`src/rtl/unidad_cortocircuito.sv`:
```
// Forwarding and load-use hazard unit for a 5-stage pipeline.
// Tracks shadow EX/MEM/WB slots and produces registered ALU operand selects.
module unidad_cortocircuito #(
  parameter int NREG          = 5,
  parameter int CORTOCIRCUITO = 3
) (
  input  logic                     i_clk,
  input  logic                     i_reset,
  input  logic                     i_id_valid,
  input  logic [NREG-1:0]          i_id_rs,
  input  logic [NREG-1:0]          i_id_rt,
  input  logic                     i_id_use_rs,
  input  logic                     i_id_use_rt,
  input  logic [NREG-1:0]          i_id_dest,
  input  logic                     i_id_reg_write,
  input  logic                     i_id_mem_read,
  input  logic                     i_flush,
  output logic [CORTOCIRCUITO-1:0] o_corto_cir_regA,
  output logic [CORTOCIRCUITO-1:0] o_corto_cir_regB,
  output logic                     o_stall,
  output logic [15:0]              o_stall_count
);

  // state | meaning
  // RUN   | normal issue; load-use hazard in ID raises o_stall
  // STALL | one cycle after a stall; held instruction enters EX, no new stall
  typedef enum logic {RUN, STALL} state_t;

  localparam logic [CORTOCIRCUITO-1:0] SEL_REG   = '0;
  localparam logic [CORTOCIRCUITO-1:0] SEL_EXMEM = CORTOCIRCUITO'(1);
  localparam logic [CORTOCIRCUITO-1:0] SEL_MEMWB = CORTOCIRCUITO'(2);

  state_t state, state_nxt;

  logic            ex_valid, ex_reg_write, ex_mem_read;
  logic [NREG-1:0] ex_dest;
  logic            mem_valid, mem_reg_write, mem_mem_read;
  logic [NREG-1:0] mem_dest;
  logic            wb_valid, wb_reg_write, wb_mem_read;
  logic [NREG-1:0] wb_dest;
  logic            wb_unused;

  logic [CORTOCIRCUITO-1:0] sel_a, sel_b;
  logic [15:0]              stall_count_q;
  logic                     load_hazard, bubble;

  // WB slot is tracked for completeness; its writes reach ID through the register file.
  assign wb_unused = ^{wb_valid, wb_reg_write, wb_mem_read, wb_dest};

  function automatic logic [CORTOCIRCUITO-1:0] fwd_sel(
    input logic            use_src,
    input logic [NREG-1:0] src,
    input logic            exv,
    input logic            exw,
    input logic [NREG-1:0] exd,
    input logic            memv,
    input logic            memw,
    input logic [NREG-1:0] memd
  );
    logic [CORTOCIRCUITO-1:0] sel;
    sel = SEL_REG;
    if (use_src && src != '0) begin
      if (exv && exw && exd == src)
        sel = SEL_EXMEM;
      else if (memv && memw && memd == src)
        sel = SEL_MEMWB;
    end
    return sel;
  endfunction

  always_comb begin
    load_hazard = i_id_valid && ex_valid && ex_mem_read && (ex_dest != '0) &&
                  ((i_id_use_rs && ex_dest == i_id_rs) ||
                   (i_id_use_rt && ex_dest == i_id_rt));
    sel_a = fwd_sel(i_id_use_rs, i_id_rs, ex_valid, ex_reg_write, ex_dest,
                    mem_valid, mem_reg_write, mem_dest);
    sel_b = fwd_sel(i_id_use_rt, i_id_rt, ex_valid, ex_reg_write, ex_dest,
                    mem_valid, mem_reg_write, mem_dest);
  end

  // Flush wins over a stall: the ID instruction is dead, so there is nothing to hold.
  always_comb begin
    state_nxt = state;
    o_stall   = 1'b0;
    case (state)
      RUN: begin
        if (load_hazard && !i_flush) begin
          o_stall   = 1'b1;
          state_nxt = STALL;
        end
      end
      STALL:   state_nxt = RUN;
      default: state_nxt = RUN;
    endcase
  end

  assign bubble = o_stall || i_flush;

  always_ff @(posedge i_clk or negedge i_reset) begin
    if (!i_reset)
      state <= RUN;
    else
      state <= state_nxt;
  end

  always_ff @(posedge i_clk or negedge i_reset) begin
    if (!i_reset) begin
      ex_valid      <= 1'b0;
      ex_reg_write  <= 1'b0;
      ex_mem_read   <= 1'b0;
      ex_dest       <= '0;
      mem_valid     <= 1'b0;
      mem_reg_write <= 1'b0;
      mem_mem_read  <= 1'b0;
      mem_dest      <= '0;
      wb_valid      <= 1'b0;
      wb_reg_write  <= 1'b0;
      wb_mem_read   <= 1'b0;
      wb_dest       <= '0;
    end else begin
      wb_valid      <= mem_valid;
      wb_reg_write  <= mem_reg_write;
      wb_mem_read   <= mem_mem_read;
      wb_dest       <= mem_dest;
      mem_valid     <= ex_valid;
      mem_reg_write <= ex_reg_write;
      mem_mem_read  <= ex_mem_read;
      mem_dest      <= ex_dest;
      if (bubble) begin
        ex_valid     <= 1'b0;
        ex_reg_write <= 1'b0;
        ex_mem_read  <= 1'b0;
        ex_dest      <= '0;
      end else begin
        ex_valid     <= i_id_valid;
        ex_reg_write <= i_id_reg_write;
        ex_mem_read  <= i_id_mem_read;
        ex_dest      <= i_id_dest;
      end
    end
  end

  always_ff @(posedge i_clk or negedge i_reset) begin
    if (!i_reset) begin
      o_corto_cir_regA <= SEL_REG;
      o_corto_cir_regB <= SEL_REG;
    end else if (bubble) begin
      o_corto_cir_regA <= SEL_REG;
      o_corto_cir_regB <= SEL_REG;
    end else begin
      o_corto_cir_regA <= sel_a;
      o_corto_cir_regB <= sel_b;
    end
  end

  always_ff @(posedge i_clk or negedge i_reset) begin
    if (!i_reset)
      stall_count_q <= '0;
    else if (o_stall && stall_count_q != 16'hFFFF)
      stall_count_q <= stall_count_q + 16'd1;
  end

  assign o_stall_count = stall_count_q;

endmodule

```
`config.mk`:
```
export PLATFORM = sky130hd
export DESIGN_NAME = unidad_cortocircuito
export DESIGN_NICKNAME = d
export VERILOG_FILES = /design/src/rtl/unidad_cortocircuito.sv
export SDC_FILE = /design/constraint.sdc
export NUM_CORES = 1
export LEC_CHECK = 0
export ABC_CLOCK_PERIOD_IN_PS = 2000
export CORE_MARGIN = 1.5
export CORE_UTILIZATION = 43
export CTS_CLUSTER_SIZE = 16
export DETAILED_ROUTE_END_ITERATION = 16
export GPL_ROUTABILITY_DRIVEN = 0
export PLACE_DENSITY = 0.75
export SYNTH_ARGS = -nofsm -noshare
export SYNTH_HDL_FRONTEND = slang
export SYNTH_SLANG_ARGS = --single-unit
```
`constraint.sdc`:
```
create_clock -name i_clk -period 2 [get_ports i_clk]
set_clock_uncertainty 0.15 [all_clocks]
set_input_delay 0.4 -clock i_clk [delete_from_list [all_inputs] [get_ports i_clk]]
set_output_delay 0.4 -clock i_clk [all_outputs]
set_load 0.03 [all_outputs]
```
==> results.yml, run 1 <==
status:
  outcome: "complete, but fails checks"
  failed_checks: "setup timing"
global_routing:
  number_of_global_route_vias_before_repair: 1454
  antenna_violations_before_repair: 0
  groute.usage.overall: 0.209
  grt_start_max_net_pins: 37
  global_route.overflow_total: 0
  grt_pass1_wl_mm: 6.81
yosys:
  ys_seq_area_frac: 0.507
  netlist_instances: 152
  synth_top_cell_area_share: 0.507
  post_synth_instance_area_mm2: 0.00178
  synth.yosys.warnings: 0
  synth.area.top_cells: "sky130_fd_sc_hd__dfrtp_1 (51%), sky130_fd_sc_hd__xnor2_1 (9.9%), sky130_fd_sc_hd__xor2_1 (6.9%)"
  netlist-cell-type-count: 37
  postSynthRegisterBits: 36
  cell_type_with_the_highest_aggregate_area_in_the_netlist: "sky130_fd_sc_hd__dfrtp_1"
  synth.avg_cell_area_um2: 11.7
power:
  power_per_cell_area_mw_per_mm2: 536
  vdd_drop_max_mv: 0.395
  leakagePower_uw: 0.00136
final_layout:
  num-fill-cells: 295
  final_core_util: 0.699
  antenna_cells_inserted: 0
  nets: 261
  area_growth_pct: 57.3
  final-instance-count-excl-fill: 288
  drive_above_1_share: 0.353
  layout.cell_area.non_filler_mm2: 0.00280
sta:
  finalSetupViolCount: 9
  rsz0062_at_grt: "true"
  final-hold-violation-count: 0
  final.setup.worst_slack_ns: -0.172
  post-route-min-period_ns: 2.17
  maxClockFrequency_mhz: 460
  timing.final.max_slew_violations: 0
  fin_crit_sh: 1.09
placed_design:
  post-place-cells: 268
  hpwlAfterDp_mm: 3.15
  portBuffers: 43
  postPlaceCellArea_mm2: 0.00244
clock_network:
  cts_root_buffer: "sky130_fd_sc_hd__clkbuf_8"
  cts_inserted_buffers: 5
  htree_num_levels: 2
  ctsLongestPathBuffers: 2
  worstSkewPairLatency_ns: 0.28
  path_clk_slew_ns: 0.07
  cts_sinks: 36
  tritoncts: "yes"
flow_run:
  cap_violations: 0
drt:
  number_of_antenna_violating_nets_in_the_routed_design: 0
  detail_route.wirelength_mm: 4.55
  detail_route.first_pass.iterations: 5
  wl_per_cell_um: 15.8
  drt_iter0_drc: 94
  drc: 0
  num_vias: 1463
  drt-vias-per-instance: 5.08
critical_path:
  worst_path_largest_cell_delay_ns: 0.48
  cell_by_cell_listing_of_the_critical_path: "xor2_2 > nor3_2 > a32o_2 > and2_4 > buf_6"
  cp_data_arrival_time_ns: 1.62
  crit_start: "ex_dest[1]$_DFF_PN0_"
  cp_slowest_cell: "sky130_fd_sc_hd__dfrtp_2"
  cp_max_fo: 4
  endpoint_kind: "primary output"
  rr_startpoint: "ex_dest[4]$_DFF_PN0_"
  timing_worst_setup_path_type: "flip-flop to primary output"
  startpoint_type: "flip-flop"
  timing.critical_path.required_ns: 1.45
floorplanning:
  area_enclosed_by_the_die_boundary_mm2: 0.00453
  row_count: 23
  floorplan.initialDensity: 0.444
  die_x_um: 67.3
  placeable_core_area_mm2: 0.00400
  design.portCount: 46
  die_h_um: 67.3
min_path:
  hold_class: "flip-flop to flip-flop"
  min-delay-start: "ex_reg_write$_DFF_PN0_"
==> per-layer routing <==
metal / routed length, um / up-vias / track usage
met5: 0 / - / 0
met4: 25 / 0 / 0.0765
met3: 212 / 4 / 0.0600
met2: 2630 / 43 / 0.380
met1: 1690 / 725 / 0.232
li1: - / 691 / -
==> metrics by stage <==
stage,hold WS (ns),power [uW],worst slack [ns],setup TNS [ns]
floorplan,-0.0456,840,-0.0392,-0.0392
global placement,0.208,946,-0.419,-9.55
detailed placement,0.213,953,-0.546,-12.24
CTS,0.230,1500,-0.162,-0.162
global route,0.239,1570,-0.237,-2.51
finish,0.232,1500,-0.172,-0.613
==> cell usage in the layout (no fill, tap or decap), types with 6 or more instances in the layout <==
cell type / instances
sky130_fd_sc_hd__xnor2_1: 18
sky130_fd_sc_hd__dfrtp_1: 32
sky130_fd_sc_hd__xor2_1: 10
sky130_fd_sc_hd__clkdlybuf4s50_1: 24
sky130_fd_sc_hd__clkbuf_8: 6
sky130_fd_sc_hd__dlygate4sd2_1: 11
sky130_fd_sc_hd__buf_4: 33
sky130_fd_sc_hd__nand3_1: 9
sky130_fd_sc_hd__nand2_1: 6
sky130_fd_sc_hd__dlymetal6s2s_1: 7
sky130_fd_sc_hd__and2_1: 8
==> kinds of logic after synthesis <==
logic type,synth area share
buffers and inverters,0.0218
DFF,0.507
adders and majority gates,0.00704
xor gates and xnor gates,0.168
muxes,0.0148
other,0.00211
and+or+nand+nor,0.227
AOI/OAI and AO/OA,0.0528
==> sequential cells by signal (all words and copies together) (netlist names) <==
name / cells
mem_dest: 5
mem_reg_write: 1
o_corto_cir_regB: 2
ex_dest: 5
ex_reg_write: 1
state: 1
ex_valid: 1
o_corto_cir_regA: 2
o_stall_count: 16
mem_valid: 1
ex_mem_read: 1
==> power breakdown <==
part           switching (uW)  leakage (uW)  total, uW  internal (uW)
clock network             252     0.0000510        527            275
registers                19.8      0.000481        765            745
logic                    94.7      0.000823        207            112
==> synthesized netlist by cell type (all sizes together) <==
library cell	instances
dfrtp	36
xnor2	20
xor2	14
nand3	13
and2	9
and3	8
nand2	7
nand4	5
nor3	5
nor4	5
buf	4
nor2	4
inv	2
mux2	2
nand4b	2
o21ai	2
or4	2
a2111oi	1
a211oi	1
a21boi	1
a21o	1
a21oi	1
a32o	1
conb	1
ha	1
nand2b	1
nand3b	1
nor2b	1
nor4b	1
==> path summary, 6_finish.rpt <==
check,end,slack (ns),depth (start not counted)
hold / removal,mem_reg_write$_DFF_PN0_,0.23,0
setup / recovery,o_stall,-0.17,5
hold reg to reg,mem_reg_write$_DFF_PN0_,0.23,0
setup reg to reg,o_corto_cir_regB[1]$_DFF_PN0_,-0.09,8
min in group asynchronous,o_corto_cir_regB[0]$_DFF_PN0_,0.38,2
max in group asynchronous,ex_dest[3]$_DFF_PN0_,0.97,2
==> worst max-delay path, delay by kind of cell (launching register included) <==
family / cells / cell delay (ns)
flip-flops: 1 / 0.48
AND/OR/NAND/NOR: 2 / 0.32
AO/OA/AOI/OAI: 1 / 0.23
XOR/XNOR: 1 / 0.18
buffers and inverters: 1 / 0.12
==> repair_timing <==
item	CTS	global route
gates resized for setup	26	25
setup endpoints to repair	29	32
pin swaps	10	19
hold buffers	0	0
endpoints found under the hold margin	0	0
cloned	0	0
buffers inserted	10	2
==> cell type report <==
type / instances / area [um^2] / share of cell area
flip-flops and latches: 36 / 906 / 0.324
well taps: 50 / 62.6 / 0.0224
clock inverters: 2 / 10.0 / 0.00358
repair buffers: 81 / 743 / 0.266
multi-input cells: 111 / 983 / 0.352
clock buffers: 6 / 82.6 / 0.0295
inverters: 2 / 7.51 / 0.00269
Note: power is estimated with default switching activity, not from simulation.
==> inputs of run 2 (changes only) <==
==> config.mk (replaced) <==
export PLATFORM = sky130hd
export DESIGN_NAME = unidad_cortocircuito
export DESIGN_NICKNAME = d
export VERILOG_FILES = /design/src/rtl/unidad_cortocircuito.sv
export SDC_FILE = /design/constraint.sdc
export NUM_CORES = 1
export LEC_CHECK = 0
export ABC_CLOCK_PERIOD_IN_PS = 2500
export CORE_MARGIN = 1.5
export CORE_UTILIZATION = 50
export CTS_CLUSTER_SIZE = 16
export DETAILED_ROUTE_END_ITERATION = 16
export GPL_ROUTABILITY_DRIVEN = 0
export PLACE_DENSITY = 0.91
export SYNTH_ARGS = -nofsm -noshare
export SYNTH_HDL_FRONTEND = slang
export SYNTH_SLANG_ARGS = --single-unit
==> constraint.sdc (replaced) <==
create_clock -name i_clk -period 2.5 [get_ports i_clk]
set_clock_uncertainty 0.15 [all_clocks]
set_input_delay 0.5 -clock i_clk [delete_from_list [all_inputs] [get_ports i_clk]]
set_output_delay 0.5 -clock i_clk [all_outputs]
set_load 0.03 [all_outputs]
==> results.yml, run 2 (synthesis results as in run 1) <==
sta:
  maxSlewHeadroom: 0.633
  rsz0062_at_grt: "false"
  timing.final.max_slew_violations: 0
  tightestPinTransition_ns: 0.546
  post-route-min-period_ns: 2.41
  fin_crit_sh: 0.964
  final-hold-violation-count: 0
  maxClockFrequency_mhz: 415
  final.setup.worst_slack_ns: 0.0908
  finalSetupViolCount: 0
critical_path:
  crit_start: "ex_dest[2]$_DFF_PN0_"
  r2r_setup_slack_ns: 0.37
  cp_slowest_cell: "sky130_fd_sc_hd__dfrtp_1"
  endpoint_kind: "primary output"
  startpoint_type: "flip-flop"
  cp_data_arrival_time_ns: 1.76
  crit-reg2reg-capture: "o_stall_count[15]$_DFFE_PN0P_"
  timing_worst_setup_path_type: "flip-flop to primary output"
  ff2ff_path_depth: 5
  critPathCapture: "o_stall"
  buf_inv_stages_crit_path: 1
  timing.critical_path.required_ns: 1.85
  worstSetupPathDepth: 5
  rr_startpoint: "o_stall_count[9]$_DFFE_PN0P_"
  cell_by_cell_listing_of_the_critical_path: "xor2_1 > nor2_1 > a32o_1 > and2_2 > buf_4"
  worst_path_largest_cell_delay_ns: 0.46
  cp_max_fo: 4
  path_delay_family: "flip-flops"
power:
  vdd_drop_max_mv: 0.502
  power_report.internal_total_uw: 870
  power.switching_fraction: 0.238
  power_per_cell_area_mw_per_mm2: 468
  leakagePower_uw: 0.00107
  switching_power_uw: 272
  power.clock.fraction: 0.353
  finalPower_uw: 1140
  p_seq_frac: 0.533
  share_comb_of_total_power: 0.114
clock_network:
  tritoncts: "yes"
  ctsLongestPathBuffers: 2
  cts_hold_repair.buffers: 0
  cts_root_buffer: "sky130_fd_sc_hd__clkbuf_4"
  htree_num_levels: 2
  worstSkewPairLatency_ns: 0.34
  cts_sinks: 36
  cts_inserted_buffers: 5
  path_clk_slew_ns: 0.12
min_path:
  min-delay-start: "ex_reg_write$_DFF_PN0_"
  hold_class: "flip-flop to flip-flop"
final_layout:
  drive_above_1_share: 0.204
  num-fill-cells: 265
  nets: 239
  layout_commonest_cell: "sky130_fd_sc_hd__dfrtp_1"
  area_growth_pct: 37.3
  layout.cells.most_common_list: "sky130_fd_sc_hd__dfrtp_1 (35), sky130_fd_sc_hd__clkdlybuf4s50_1 (32), sky130_fd_sc_hd__xnor2_1 (20)"
  antenna_cells_inserted: 0
  flip_flop_count_of_the_largest_register_after_layout: 16
  flip_flop_and_latch_area_um2: 902
  area_of_combinational_cells_with_multiple_inputs_um2: 857
floorplanning:
  placeable_core_area_mm2: 0.00336
  area_enclosed_by_the_die_boundary_mm2: 0.00392
  die_x_um: 62.6
  floorplan.initialDensity: 0.528
  row_count: 21
  die_h_um: 62.6
  design.portCount: 46
status:
  outcome: "completed"
drt:
  drt-vias-per-instance: 5.35
  drc: 0
  num_vias: 1401
  drt_iter0_drc: 44
  detail_route.first_pass.iterations: 4
  number_of_antenna_violating_nets_in_the_routed_design: 0
  wl_per_cell_um: 15.6
  detail_route.wirelength_mm: 4.08
global_routing:
  number_of_global_route_vias_before_repair: 1558
  grt_pass1_wl_mm: 7.10
  grt_start_max_net_pins: 37
  antenna_violations_before_repair: 0
  groute.usage.overall: 0.233
  global_route.overflow_total: 0
placed_design:
  hpwlAfterDp_mm: 2.99
  portBuffers: 43
  dpl_worst_slack_ns: -0.0998
flow_run:
  cap_violations: 0
run 2: final cells by class:
type                       instances  area share
tap                               46      0.0236
multi-input combinational        111       0.351
inverter                           2     0.00308
timing repair buffer              59       0.219
clock buffer                       5      0.0154
sequential                        36       0.370
clock inverter                     3      0.0174
run 2: how the worst min path moves through the flow:
stage,cells past startpoint,endpoint,slack [ns]
2_1_floorplan,0,ex_dest[0]$_DFF_PN0_,0.05
3_3_place_gp,0,mem_reg_write$_DFF_PN0_,0.21
3_5_place_dp,0,mem_reg_write$_DFF_PN0_,0.22
4_1_cts,0,mem_reg_write$_DFF_PN0_,0.25
5_1_grt,0,mem_reg_write$_DFF_PN0_,0.26
6_report,0,mem_reg_write$_DFF_PN0_,0.24
run 2: metal layers:
layer | global-route usage | routed length (um)
met4 | 0.122 | 133
met2 | 0.397 | 2060
met5 | 0 | 0
met1 | 0.265 | 1650
met3 | 0.0667 | 234
run 2: power by group through the flow:
stage | clock [uW] | combinational [uW] | sequential, uW
floorplan | 0 | 54.5 | 618
global placement | 0 | 122 | 619
detailed placement | 0 | 126 | 620
CTS | 411 | 128 | 609
global route | 440 | 142 | 612
finish | 403 | 130 | 609
run 2: per-stage QoR:
stage	util	hold WS (ns)	instance area (um^2)	TNS, ns	cells
global route	0.725	0.264	2440	0	262
CTS	0.723	0.249	2430	0	262
detailed placement	0.696	0.221	2340	-0.245	252
finish	0.725	0.243	2440	0	262
floorplan	-	0.0544	1780	0	153
global placement	0.696	0.212	2340	-0.0668	252
run 2: timing repair:
action	4_1_cts	5_1_grt
setup buffers	2	0
pin swaps	1	2
endpoints found under the setup margin	1	1
gates resized for setup	12	2
